[config.mk]
export PLATFORM = sky130hd
export DESIGN_NAME = write_audio
export DESIGN_NICKNAME = d
export VERILOG_FILES = /design/src/rtl/write_audio.sv
export SDC_FILE = /design/constraint.sdc
export NUM_CORES = 1
export LEC_CHECK = 0
export ABC_AREA = 1
export CORE_MARGIN = 1.5
export CORE_UTILIZATION = 47
export CTS_CLUSTER_SIZE = 8
export DETAILED_ROUTE_END_ITERATION = 8
export PLACE_DENSITY = 0.87
export SYNTH_ARGS = -nofsm -noshare
export SYNTH_HDL_FRONTEND = slang
export SYNTH_SLANG_ARGS = --single-unit
export TNS_END_PERCENT = 50
[constraint.sdc]
create_clock -name clock -period 2.55 [get_ports clock]
set_clock_uncertainty 0.1 [all_clocks]
set_input_delay 0.51 -clock clock [delete_from_list [all_inputs] [get_ports clock]]
set_output_delay 0.51 -clock clock [all_outputs]
set_load 0.01 [all_outputs]
[src/rtl/write_audio.sv]
// Output byte packer: pops one left/right quantized sample pair, dequantizes to 16-bit PCM,
// and streams L lo, L hi, R lo, R hi into the host byte FIFO. Build option: WRITE_AUDIO_SAT_EN.
module write_audio #(
  parameter int DATA_SIZE = 32,
  parameter int BYTE_SIZE = 8,
  parameter int CHAR_SIZE = 16,
  parameter int BITS      = 10
) (
  input  logic                 clock,
  input  logic                 reset,
  input  logic [DATA_SIZE-1:0] left_in_dout,
  input  logic                 left_in_empty,
  output logic                 left_in_rd_en,
  input  logic [DATA_SIZE-1:0] right_in_dout,
  input  logic                 right_in_empty,
  output logic                 right_in_rd_en,
  input  logic                 out_full,
  output logic                 out_wr_en,
  output logic [BYTE_SIZE-1:0] data_out,
  output logic [31:0]          frame_count
);

  typedef enum logic [2:0] {S_LOAD, S_B0, S_B1, S_B2, S_B3} state_t;

  state_t               state_q, state_d;
  logic [CHAR_SIZE-1:0] left_q, left_d;
  logic [CHAR_SIZE-1:0] right_q, right_d;
  logic [31:0]          frame_count_q, frame_count_d;
  logic                 pop;

`ifdef WRITE_AUDIO_SAT_EN
  localparam logic signed [DATA_SIZE-1:0] SAT_MAX = (DATA_SIZE'(1) <<< (CHAR_SIZE - 1)) - DATA_SIZE'(1);
  localparam logic signed [DATA_SIZE-1:0] SAT_MIN = -SAT_MAX - DATA_SIZE'(1);
`endif

  // Floor-divide by 2^BITS, then either clamp or wrap into CHAR_SIZE bits.
  function automatic logic [CHAR_SIZE-1:0] convert(input logic [DATA_SIZE-1:0] dout);
    logic signed [DATA_SIZE-1:0] s;
    s = $signed(dout) >>> BITS;
`ifdef WRITE_AUDIO_SAT_EN
    if (s > SAT_MAX) begin
      s = SAT_MAX;
    end else if (s < SAT_MIN) begin
      s = SAT_MIN;
    end
`endif
    return s[CHAR_SIZE-1:0];
  endfunction

  always_comb begin
    state_d       = state_q;
    left_d        = left_q;
    right_d       = right_q;
    frame_count_d = frame_count_q;
    pop           = 1'b0;
    out_wr_en     = 1'b0;
    data_out      = '0;
    case (state_q)
      S_LOAD: begin
        if (!left_in_empty && !right_in_empty) begin
          pop     = 1'b1;
          left_d  = convert(left_in_dout);
          right_d = convert(right_in_dout);
          state_d = S_B0;
        end
      end
      S_B0: begin
        data_out  = left_q[BYTE_SIZE-1:0];
        out_wr_en = !out_full;
        if (!out_full) state_d = S_B1;
      end
      S_B1: begin
        data_out  = left_q[2*BYTE_SIZE-1:BYTE_SIZE];
        out_wr_en = !out_full;
        if (!out_full) state_d = S_B2;
      end
      S_B2: begin
        data_out  = right_q[BYTE_SIZE-1:0];
        out_wr_en = !out_full;
        if (!out_full) state_d = S_B3;
      end
      S_B3: begin
        data_out  = right_q[2*BYTE_SIZE-1:BYTE_SIZE];
        out_wr_en = !out_full;
        if (!out_full) begin
          frame_count_d = frame_count_q + 32'd1;
          state_d       = S_LOAD;
        end
      end
      default: state_d = S_LOAD;
    endcase
  end

  always_ff @(posedge clock or posedge reset) begin
    if (reset) begin
      state_q       <= S_LOAD;
      left_q        <= '0;
      right_q       <= '0;
      frame_count_q <= '0;
    end else begin
      state_q       <= state_d;
      left_q        <= left_d;
      right_q       <= right_d;
      frame_count_q <= frame_count_d;
    end
  end

  // Pops are masked during reset so a held reset never drains the FIFOs.
  assign left_in_rd_en  = pop & ~reset;
  assign right_in_rd_en = pop & ~reset;
  assign frame_count    = frame_count_q;

endmodule

==> results.sh, run 1 <==
export IMPL_hp_class="reg -> reg"
export IMPL_power_frac_clock_pct=25.3
export IMPL_final_nets=567
export IMPL_finish_utilization_pct=64.8
export IMPL_max_freq_mhz=392
export IMPL_postRouteWirelength_mm=8.99
export IMPL_dp_hpwl_mm=6.32
export IMPL_htree_levels=3
export IMPL_gr_total_overflow=0
export IMPL_via_count=3062
export IMPL_syn_to_final_growth_pct=33.6
export IMPL_p_seq_share_pct=40.8
export IMPL_layout_drive_gt1_share_pct=14.7
export IMPL_cts_path_max_buffers=2
export IMPL_placed_cells=581
export IMPL_syn_nets=476
export IMPL_drt_iter0_drc=124
export IMPL_core_sq_um=7250
export IMPL_avgSynthCellArea_sq_um=8.67
export IMPL_drv_cap=0
export IMPL_swShare_pct=32.6
export IMPL_postLayoutCellArea_sq_um=4700
export IMPL_p_per_area_nw_per_um2=817
export IMPL_critical_path_required_ns=1.94
export IMPL_maxSlewHeadroom_pct=72.7
export IMPL_power_total_mw=3.84
export IMPL_p_switching_mw=1.25
export IMPL_cts_buffers_inserted=9
export IMPL_period_minus_slack_ns=2.55
export IMPL_path_delay_family="buffers and inverters"
export IMPL_antenna_found_initial=0
export IMPL_slew_violations=0
export IMPL_firstDrtPassIters=6
export IMPL_via_per_inst=5.09
export IMPL_portBuffers=79
export IMPL_violations="setup timing"
export IMPL_ctsRootBufferMaster="clkbuf_8"
export IMPL_antenna_cells=0
export IMPL_p_int_mw=2.59
export IMPL_grt_total_usage_pct=22.8
export IMPL_drc=0
export IMPL_cts_sinks=67
export IMPL_postRouteAntennaNets=0
export IMPL_clock_latency_ns=0.34
export IMPL_cp_cell_sequence="inv_2 -> nand3_1 -> inv_4 -> nand2_1 -> nand4_1 -> clkdlybuf4s50_1"
export IMPL_io_pins=112
export IMPL_cp_slowest_cell="clkdlybuf4s50_1"
export IMPL_status="finished with violations"
export IMPL_setup_viol_count_final=1
export IMPL_gp_congestion=0.958
export IMPL_fin_crit_sh_pct=100
export IMPL_worst_path_max_fanout=7
export IMPL_synth_seq_area_share_pct=47.6
export IMPL_die_area_sq_um=8020
export IMPL_worstSetupPathType="reg -> out"
export IMPL_stdcell_count=601
export IMPL_ys_ff_latch=67
export IMPL_rsz0062_at_grt="true"
export IMPL_grt_pass1_vias=3000
export IMPL_grt_max_degree=68
export IMPL_crit_buf_inv=3
export IMPL_setup_ws_ns=-0.00116
export IMPL_wl_per_cell_um=15.0
export IMPL_cpPeakStageDelay_ns=0.54
export IMPL_pre_cts_ws_ns=0.0614
export IMPL_synthesis_area_sq_um=3520
export IMPL_cp_start_kind="register"
export IMPL_postPlaceCellArea_sq_um=4410
export IMPL_rows=31
export IMPL_p_leak_nw=2.26
export IMPL_finalHoldViolCount=0
export IMPL_cp_arrival_ns=1.94
export IMPL_holdBufCountCts=0
export IMPL_yosysWarnings=0
export IMPL_postSynthCellCount=406
export IMPL_worstMarginPinSlew_ns=0.410
export IMPL_combPwrFrac_pct=33.8
export IMPL_cts_tree="done"
export IMPL_peakVddDrop_mv=0.347
export IMPL_die_h_um=89.5
export IMPL_start_util_pct=48.5
export IMPL_crit_path_end_kind="output port"
export IMPL_fp_dieW_um=89.5
export IMPL_synth_distinct_cells=32
export IMPL_grt_first_pass_wirelength_mm=13.6
export IMPL_path_clk_slew_ns=0.08
placed cells by master (no fill, tap or decap), drive strengths merged, types with 8 or more instances in the layout:
master and instances:
nand2 130, clkdlybuf4s50 72, dfrtp 67, inv 51, nor2 44, mux2 31, nand4 22, nand3 18
clkbuf 10, nand3b 8
cell usage after synthesis:
| cell type | number | share of area (%) |
|---|---|---|
| nor2_2 | 2 | 0.36 |
| a21oi_1 | 1 | 0.14 |
| dfrtp_1 | 67 | 48 |
| mux2_2 | 27 | 8.6 |
| o2111ai_1 | 1 | 0.25 |
| nand3_1 | 16 | 2.3 |
| o22ai_1 | 1 | 0.18 |
| nor3_4 | 1 | 0.46 |
| xor2_1 | 7 | 1.7 |
| nor2_4 | 2 | 0.64 |
| nand4_1 | 22 | 3.9 |
| inv_1 | 48 | 5.1 |
| nand2_1 | 126 | 13 |
| buf_4 | 1 | 0.21 |
| inv_4 | 1 | 0.18 |
| clkinv_1 | 1 | 0.11 |
| a31oi_1 | 1 | 0.18 |
| nand2_2 | 4 | 0.71 |
| nand3b_1 | 8 | 1.7 |
| nor2_8 | 1 | 0.57 |
| o21ai_1 | 3 | 0.43 |
| nor3_2 | 1 | 0.28 |
| inv_2 | 1 | 0.11 |
| nor2_1 | 39 | 4.2 |
| o21ai_0 | 4 | 0.57 |
| o211ai_1 | 1 | 0.21 |
| ha_1 | 1 | 0.36 |
| mux2_1 | 4 | 1.3 |
| buf_6 | 4 | 1.3 |
| nand3_4 | 2 | 1.0 |
| xnor2_1 | 7 | 1.7 |
| nor3_1 | 1 | 0.14 |
layout make-up:
cell class / count / area [sq um]
clock buffer: 10 / 128
clock inverter: 6 / 90.1
fill: 583 / 2550
inverter: 51 / 204
multi-input combinational: 283 / 1620
sequential: 67 / 1680
tap: 99 / 124
timing repair buffer: 84 / 851
timing repair inverter: 1 / 7.51
power groups by stage:
stage | combinational, mW | clock, mW | sequential [mW]
finish | 1.30 | 0.973 | 1.57
CTS | 1.23 | 0.988 | 1.56
global route | 1.42 | 1.03 | 1.60
global placement | 1.19 | 0 | 1.55
detailed placement | 1.22 | 0 | 1.57
floorplan | 0.743 | 0 | 1.54
per-layer routing:
metal / global-route usage (%) / share of wire, % / vias up
li1: - / - / 1484
met3: 4.16 / 6.0 / 21
met4: 10.2 / 3.2 / 0
met1: 26.9 / 41 / 1433
met5: 0 / 0 / -
met2: 40.4 / 50 / 124
flip-flops by register name, indices dropped and copies added, names as in the netlist:
register,cells
state_q,3
right_q,16
left_q,16
frame_count,32
cells by family after synthesis:
family	after synthesis	synth area share, %
AND/OR/NAND/NOR	225	29.6
flip-flops	67	47.6
buffers and inverters	56	7.00
multiplexers	31	9.92
XOR/XNOR	14	3.48
AO/OA/AOI/OAI	12	1.96
adder cells (fa/ha/maj)	1	0.355
metrics by stage:
step / hold WS (ns) / setup TNS [ns]
2_1_floorplan: 0.365 / 0
3_3_place_gp: 0.377 / 0
3_5_place_dp: 0.386 / 0
4_1_cts: 0.404 / 0
5_1_grt: 0.420 / -0.209
6_report: 0.403 / -0.00116
final timing paths:
check	to	depth (start not counted)	slack [ns]	from
worst max-delay path	data_out[1]	6	-0.001	state_q[2]
worst min-delay path	right_q[2]	1	0.40	right_q[2]
worst max register to register	left_q[2]	6	0.76	state_q[0]
worst min register to register	right_q[2]	1	0.40	right_q[2]
max in group asynchronous	frame_count[7]	3	1.54	reset
min in group asynchronous	left_q[14]	3	0.50	reset
repair_timing:
item	CTS	global route
setup buffers	0	3
gates resized for setup	11	11
endpoints found under the setup margin	8	8
gates cloned	0	1
(Power assumes the default switching activity.)
==> run 2: changes to the inputs <==
Settings changed: PLACE_DENSITY 0.87 to 0.81, REMOVE_ABC_BUFFERS set to 1.
==> results.sh, run 2 (synthesis gave the netlist of run 1 again) <==
export IMPL_drt_iter0_drc=88
export IMPL_grt_total_usage_pct=22.6
export IMPL_maxSlewHeadroom_pct=71.7
export IMPL_cp_start_kind="register"
export IMPL_violations="setup timing"
export IMPL_gr_total_overflow=0
export IMPL_grt_pass1_vias=2982
export IMPL_final_cell_mix="nand2_1 (125), clkdlybuf4s50_1 (75), dfrtp_1 (66), inv_1 (44), nor2_1 (39)"
export IMPL_rsz0062_at_grt="true"
export IMPL_die_area_sq_um=8020
export IMPL_drv_cap=0
export IMPL_fin_crit_sh_pct=101
export IMPL_core_sq_um=7250
export IMPL_slew_violations=0
export IMPL_drc=0
export IMPL_ff2ff_setup_slack_ns=0.69
export IMPL_status="finished with violations"
export IMPL_setup_ws_ns=-0.0236
export IMPL_syn_to_final_growth_pct=32.0
export IMPL_clock_latency_ns=0.34
export IMPL_fp_dieW_um=89.5
export IMPL_cts_path_max_buffers=2
export IMPL_power_total_mw=3.68
export IMPL_via_count=3028
export IMPL_postRouteWirelength_mm=8.49
export IMPL_worstSetupPathType="reg -> out"
export IMPL_antenna_cells=0
export IMPL_cts_sinks=67
export IMPL_cp_arrival_ns=1.96
export IMPL_critical_path_required_ns=1.94
export IMPL_grt_first_pass_wirelength_mm=13.8
export IMPL_largest_register_ffs=32
export IMPL_via_per_inst=5.06
export IMPL_worstMarginPinSlew_ns=0.425
export IMPL_rows=31
export IMPL_met3_usage_pct=5.45
export IMPL_period_minus_slack_ns=2.57
export IMPL_finalHoldViolCount=0
export IMPL_cts_buffers_inserted=9
export IMPL_setup_viol_count_final=1
export IMPL_grt_busiest_layer="met2"
export IMPL_nFillCells=615
export IMPL_grt_util_met2_pct=38.6
export IMPL_stdcell_count=598
export IMPL_io_pins=112
export IMPL_portBuffers=79
export IMPL_cts_setup_buffers=0
export IMPL_layout_drive_gt1_share_pct=14.0
export IMPL_htree_levels=3
export IMPL_peakVddDrop_mv=0.282
export IMPL_final_nets=564
export IMPL_p_per_area_nw_per_um2=793
export IMPL_grt_max_degree=68
export IMPL_antenna_found_initial=0
export IMPL_ff_latch_area_sq_um=1680
export IMPL_finish_utilization_pct=64.0
export IMPL_die_h_um=89.5
export IMPL_postRouteAntennaNets=0
export IMPL_postLayoutCellArea_sq_um=4640
export IMPL_crit_path_end_kind="output port"
export IMPL_postPlaceCellArea_sq_um=4410
export IMPL_cts_tree="done"
export IMPL_gp_congestion=0.888
export IMPL_mostFrequentLayoutCell="nand2_1"
export IMPL_grt_util_met1_pct=27.8
export IMPL_p_leak_nw=2.20
export IMPL_max_freq_mhz=389
export IMPL_wl_per_cell_um=14.2
export IMPL_ctsRootBufferMaster="clkbuf_8"
export IMPL_start_util_pct=48.5
export IMPL_path_clk_slew_ns=0.08
export IMPL_worst_path_max_fanout=8
export IMPL_placed_cells=581
export IMPL_firstDrtPassIters=4
export IMPL_dp_hpwl_mm=6.22
export IMPL_hold_slack_ns=0.403
export IMPL_multiInputGateArea_sq_um=1610
export IMPL_hp_class="reg -> reg"
run 2: cell types whose count changed in the layout (fill, tap and decap cells not counted), sizes merged:
cell,delta
clkbuf,+2
clkinv,-2
clkinvlp,+1
buf,-3
dlygate4sd2,-1
clkdlybuf4s50,+3
bufinv,-2
inv,+1
dlymetal6s2s,-2
run 2: worst paths after layout:
kind / start / cells past startpoint / endpoint
worst max-delay path: state_q[2] / 6 / data_out[1]
worst min-delay path: right_q[1] / 1 / right_q[1]
worst max register to register: state_q[0] / 6 / right_q[5]
worst min register to register: right_q[1] / 1 / right_q[1]
max in group asynchronous: reset / 3 / state_q[1]
min in group asynchronous: reset / 3 / right_q[10]
run 2: timing repair:
action                                  4_1_cts  5_1_grt
pin swaps                                     0        0
endpoints found under the setup margin        8       10
gates cloned                                  0        1
gates resized for setup                       8        8
hold buffers                                  0        0
run 2: metal layers:
| metal | part of all wire (%) | routed length [um] |
|---|---|---|
| met1 | 44 | 3750 |
| met2 | 49 | 4140 |
| met3 | 5.5 | 470 |
| met4 | 1.5 | 125 |
| met5 | 0 | 0 |
run 2: power by group:
part | switching, mW | leakage, nW | internal (mW)
clock | 0.422 | 0.0952 | 0.438
sequential | 0.193 | 0.854 | 1.37
combinational | 0.608 | 1.25 | 0.654
total | 1.22 | 2.20 | 2.46
run 2: final cells by class:
cell class | instances | share of cell area, %
clock buffers | 12 | 3.56
clock inverters | 4 | 0.700
inverters | 51 | 4.39
multi-input cells | 283 | 34.6
flip-flops and latches | 67 | 36.1
well taps | 99 | 2.67
repair buffers | 81 | 17.8
repair inverters | 1 | 0.162
run 2: critical path: stages (launching register included):
cell	delay (ns)
dfrtp_1	0.44
inv_2	0.13
nand3_1	0.16
inv_4	0.16
nand2_1	0.07
nand4_1	0.08
clkdlybuf4s50_1	0.57
run 2: through the flow:
stage | setup WS, ns | setup TNS [ns]
3_3_place_gp | 0.131 | 0
3_5_place_dp | 0.0968 | 0
2_1_floorplan | 0.257 | 0
4_1_cts | 0.00822 | 0
5_1_grt | -0.114 | -0.604
6_report | -0.0236 | -0.0236
==> run 3: changes to the inputs <==
Settings changed: CORE_ASPECT_RATIO set to 0.9, HOLD_SLACK_MARGIN set to 0.1, SLEW_MARGIN set to 0.
==> results.sh, run 3 (synthesis gave the netlist of run 1 again) <==
export IMPL_max_freq_mhz=401
export IMPL_grt_util_met1_pct=30.0
export IMPL_start_util_pct=49.2
export IMPL_cp_start_kind="register"
export IMPL_layout_drive_gt1_share_pct=15.1
export IMPL_worstSetupPathType="reg -> out"
export IMPL_drt_iter0_drc=163
export IMPL_drc=0
export IMPL_gr_total_overflow=0
export IMPL_clock_latency_ns=0.34
export IMPL_grt_first_pass_wirelength_mm=14.3
export IMPL_cp_slowest_cell="clkdlybuf4s50_1"
export IMPL_crit_path_end_kind="output port"
export IMPL_wl_per_cell_um=14.4
export IMPL_die_h_um=85.1
export IMPL_hold_slack_ns=0.392
export IMPL_finish_utilization_pct=65.3
export IMPL_pre_cts_ws_ns=0.0858
export IMPL_fp_dieW_um=94.2
export IMPL_grt_pass1_vias=3023
export IMPL_met3_usage_pct=7.26
export IMPL_portBuffers=79
export IMPL_via_per_inst=5.10
export IMPL_r2r_cells=6
export IMPL_gp_congestion=0.923
export IMPL_p_leak_nw=2.27
export IMPL_peakVddDrop_mv=0.483
export IMPL_cts_buffers_inserted=9
export IMPL_antenna_cells=0
export IMPL_rows=29
export IMPL_p_per_area_nw_per_um2=778
export IMPL_htree_levels=3
export IMPL_die_area_sq_um=8020
export IMPL_worstMarginPinSlew_ns=0.427
export IMPL_path_depth=6
export IMPL_cts_sinks=67
export IMPL_grt_busiest_layer="met2"
export IMPL_largest_register_ffs=32
export IMPL_mostFrequentLayoutCell="nand2_1"
export IMPL_grt_max_degree=34
export IMPL_antenna_found_initial=0
export IMPL_slew_violations=0
export IMPL_rsz0062_at_grt="true"
export IMPL_maxSlewHeadroom_pct=71.4
export IMPL_period_minus_slack_ns=2.49
export IMPL_cpPeakStageDelay_ns=0.55
export IMPL_via_count=3038
export IMPL_syn_to_final_growth_pct=32.6
export IMPL_startpoint="state_q[2]"
export IMPL_path_delay_family="buffers and inverters"
export IMPL_crit_buf_inv=3
export IMPL_setup_viol_count_final=0
export IMPL_cp_arrival_ns=1.88
export IMPL_critical_path_required_ns=1.94
export IMPL_postRouteAntennaNets=0
export IMPL_r2r_start="state_q[0]"
export IMPL_fin_crit_sh_pct=97.8
export IMPL_io_pins=112
export IMPL_holdBufCountCts=0
export IMPL_worst_path_max_fanout=7
export IMPL_postRouteWirelength_mm=8.59
export IMPL_core_sq_um=7150
export IMPL_cts_tree="done"
export IMPL_final_cell_mix="nand2_1 (125), clkdlybuf4s50_1 (70), dfrtp_1 (64), inv_1 (44), nor2_1 (39)"
export IMPL_drv_cap=0
export IMPL_finalHoldViolCount=0
export IMPL_cts_path_max_buffers=2
export IMPL_placed_cells=576
export IMPL_nFillCells=557
export IMPL_final_nets=569
export IMPL_stdcell_count=596
export IMPL_firstDrtPassIters=4
export IMPL_status="completed"
export IMPL_setup_ws_ns=0.0573
export IMPL_cp_cell_sequence="inv_2 -> nand3_1 -> inv_4 -> nand2_1 -> nand4_1 -> clkdlybuf4s50_1"
export IMPL_grt_util_met2_pct=36.9
export IMPL_ctsRootBufferMaster="clkbuf_8"
export IMPL_grt_total_usage_pct=23.3
export IMPL_path_clk_slew_ns=0.07
export IMPL_hp_class="in -> async"
export IMPL_dp_hpwl_mm=6.45
[run 3: cell count changes in the layout (fill, tap and decap cells not counted), moves of 2 or more]
cell | previous run | this run
dfrtp_2 | 1 | 3
clkinv_2 | 0 | 3
buf_4 | 1 | 6
dfrtp_1 | 66 | 64
clkbuf_8 | 12 | 10
clkdlybuf4s50_1 | 75 | 70
dlymetal6s2s_1 | 3 | 7
[run 3: area by class of cell]
| cell class | instances | area (sq um) | area share, % |
|---|---|---|---|
| inverter | 51 | 206 | 4.42 |
| multi-input combinational | 283 | 1620 | 34.6 |
| timing repair buffer | 86 | 871 | 18.7 |
| clock buffer | 10 | 138 | 2.95 |
| clock inverter | 5 | 30.0 | 0.644 |
| sequential | 67 | 1680 | 36.0 |
| tap | 93 | 116 | 2.49 |
| timing repair inverter | 1 | 7.51 | 0.161 |
[run 3: through the flow]
stage	TNS [ns]	power [mW]	instance area (sq um)
after CTS	0	3.58	4580
after global placement	0	2.74	4410
final	0	3.63	4670
after global routing	-0.0485	3.86	4670
after detailed placement	0	2.81	4410
after floorplan	0	2.25	3470
[run 3: repair_timing]
action | in CTS | in global routing
cloned | 0 | 1
setup buffers | 0 | 4
setup endpoints to repair | 8 | 8
gates resized for setup | 9 | 16
endpoints found under the hold margin | 0 | 0
[run 3: worst paths after layout]
kind | endpoint | slack, ns
setup / recovery | data_out[2] | 0.06
hold / removal | right_q[11] | 0.39
setup reg to reg | left_q[10] | 0.76
hold reg to reg | right_q[1] | 0.39
max in group asynchronous | frame_count[1] | 1.34
min in group clock | right_q[1] | 0.39
[run 3: power breakdown]
part	internal [mW]	total [mW]	leakage (nW)	switching (mW)
registers	1.37	1.57	0.851	0.203
logic	0.666	1.28	1.34	0.619
clock network	0.368	0.772	0.0839	0.403
[run 3: routing by layer]
layer	vias up	part of all wire [%]
met2	95	48
met5	-	0
met3	15	5.4
li1	1490	-
met1	1438	44
met4	0	2.1
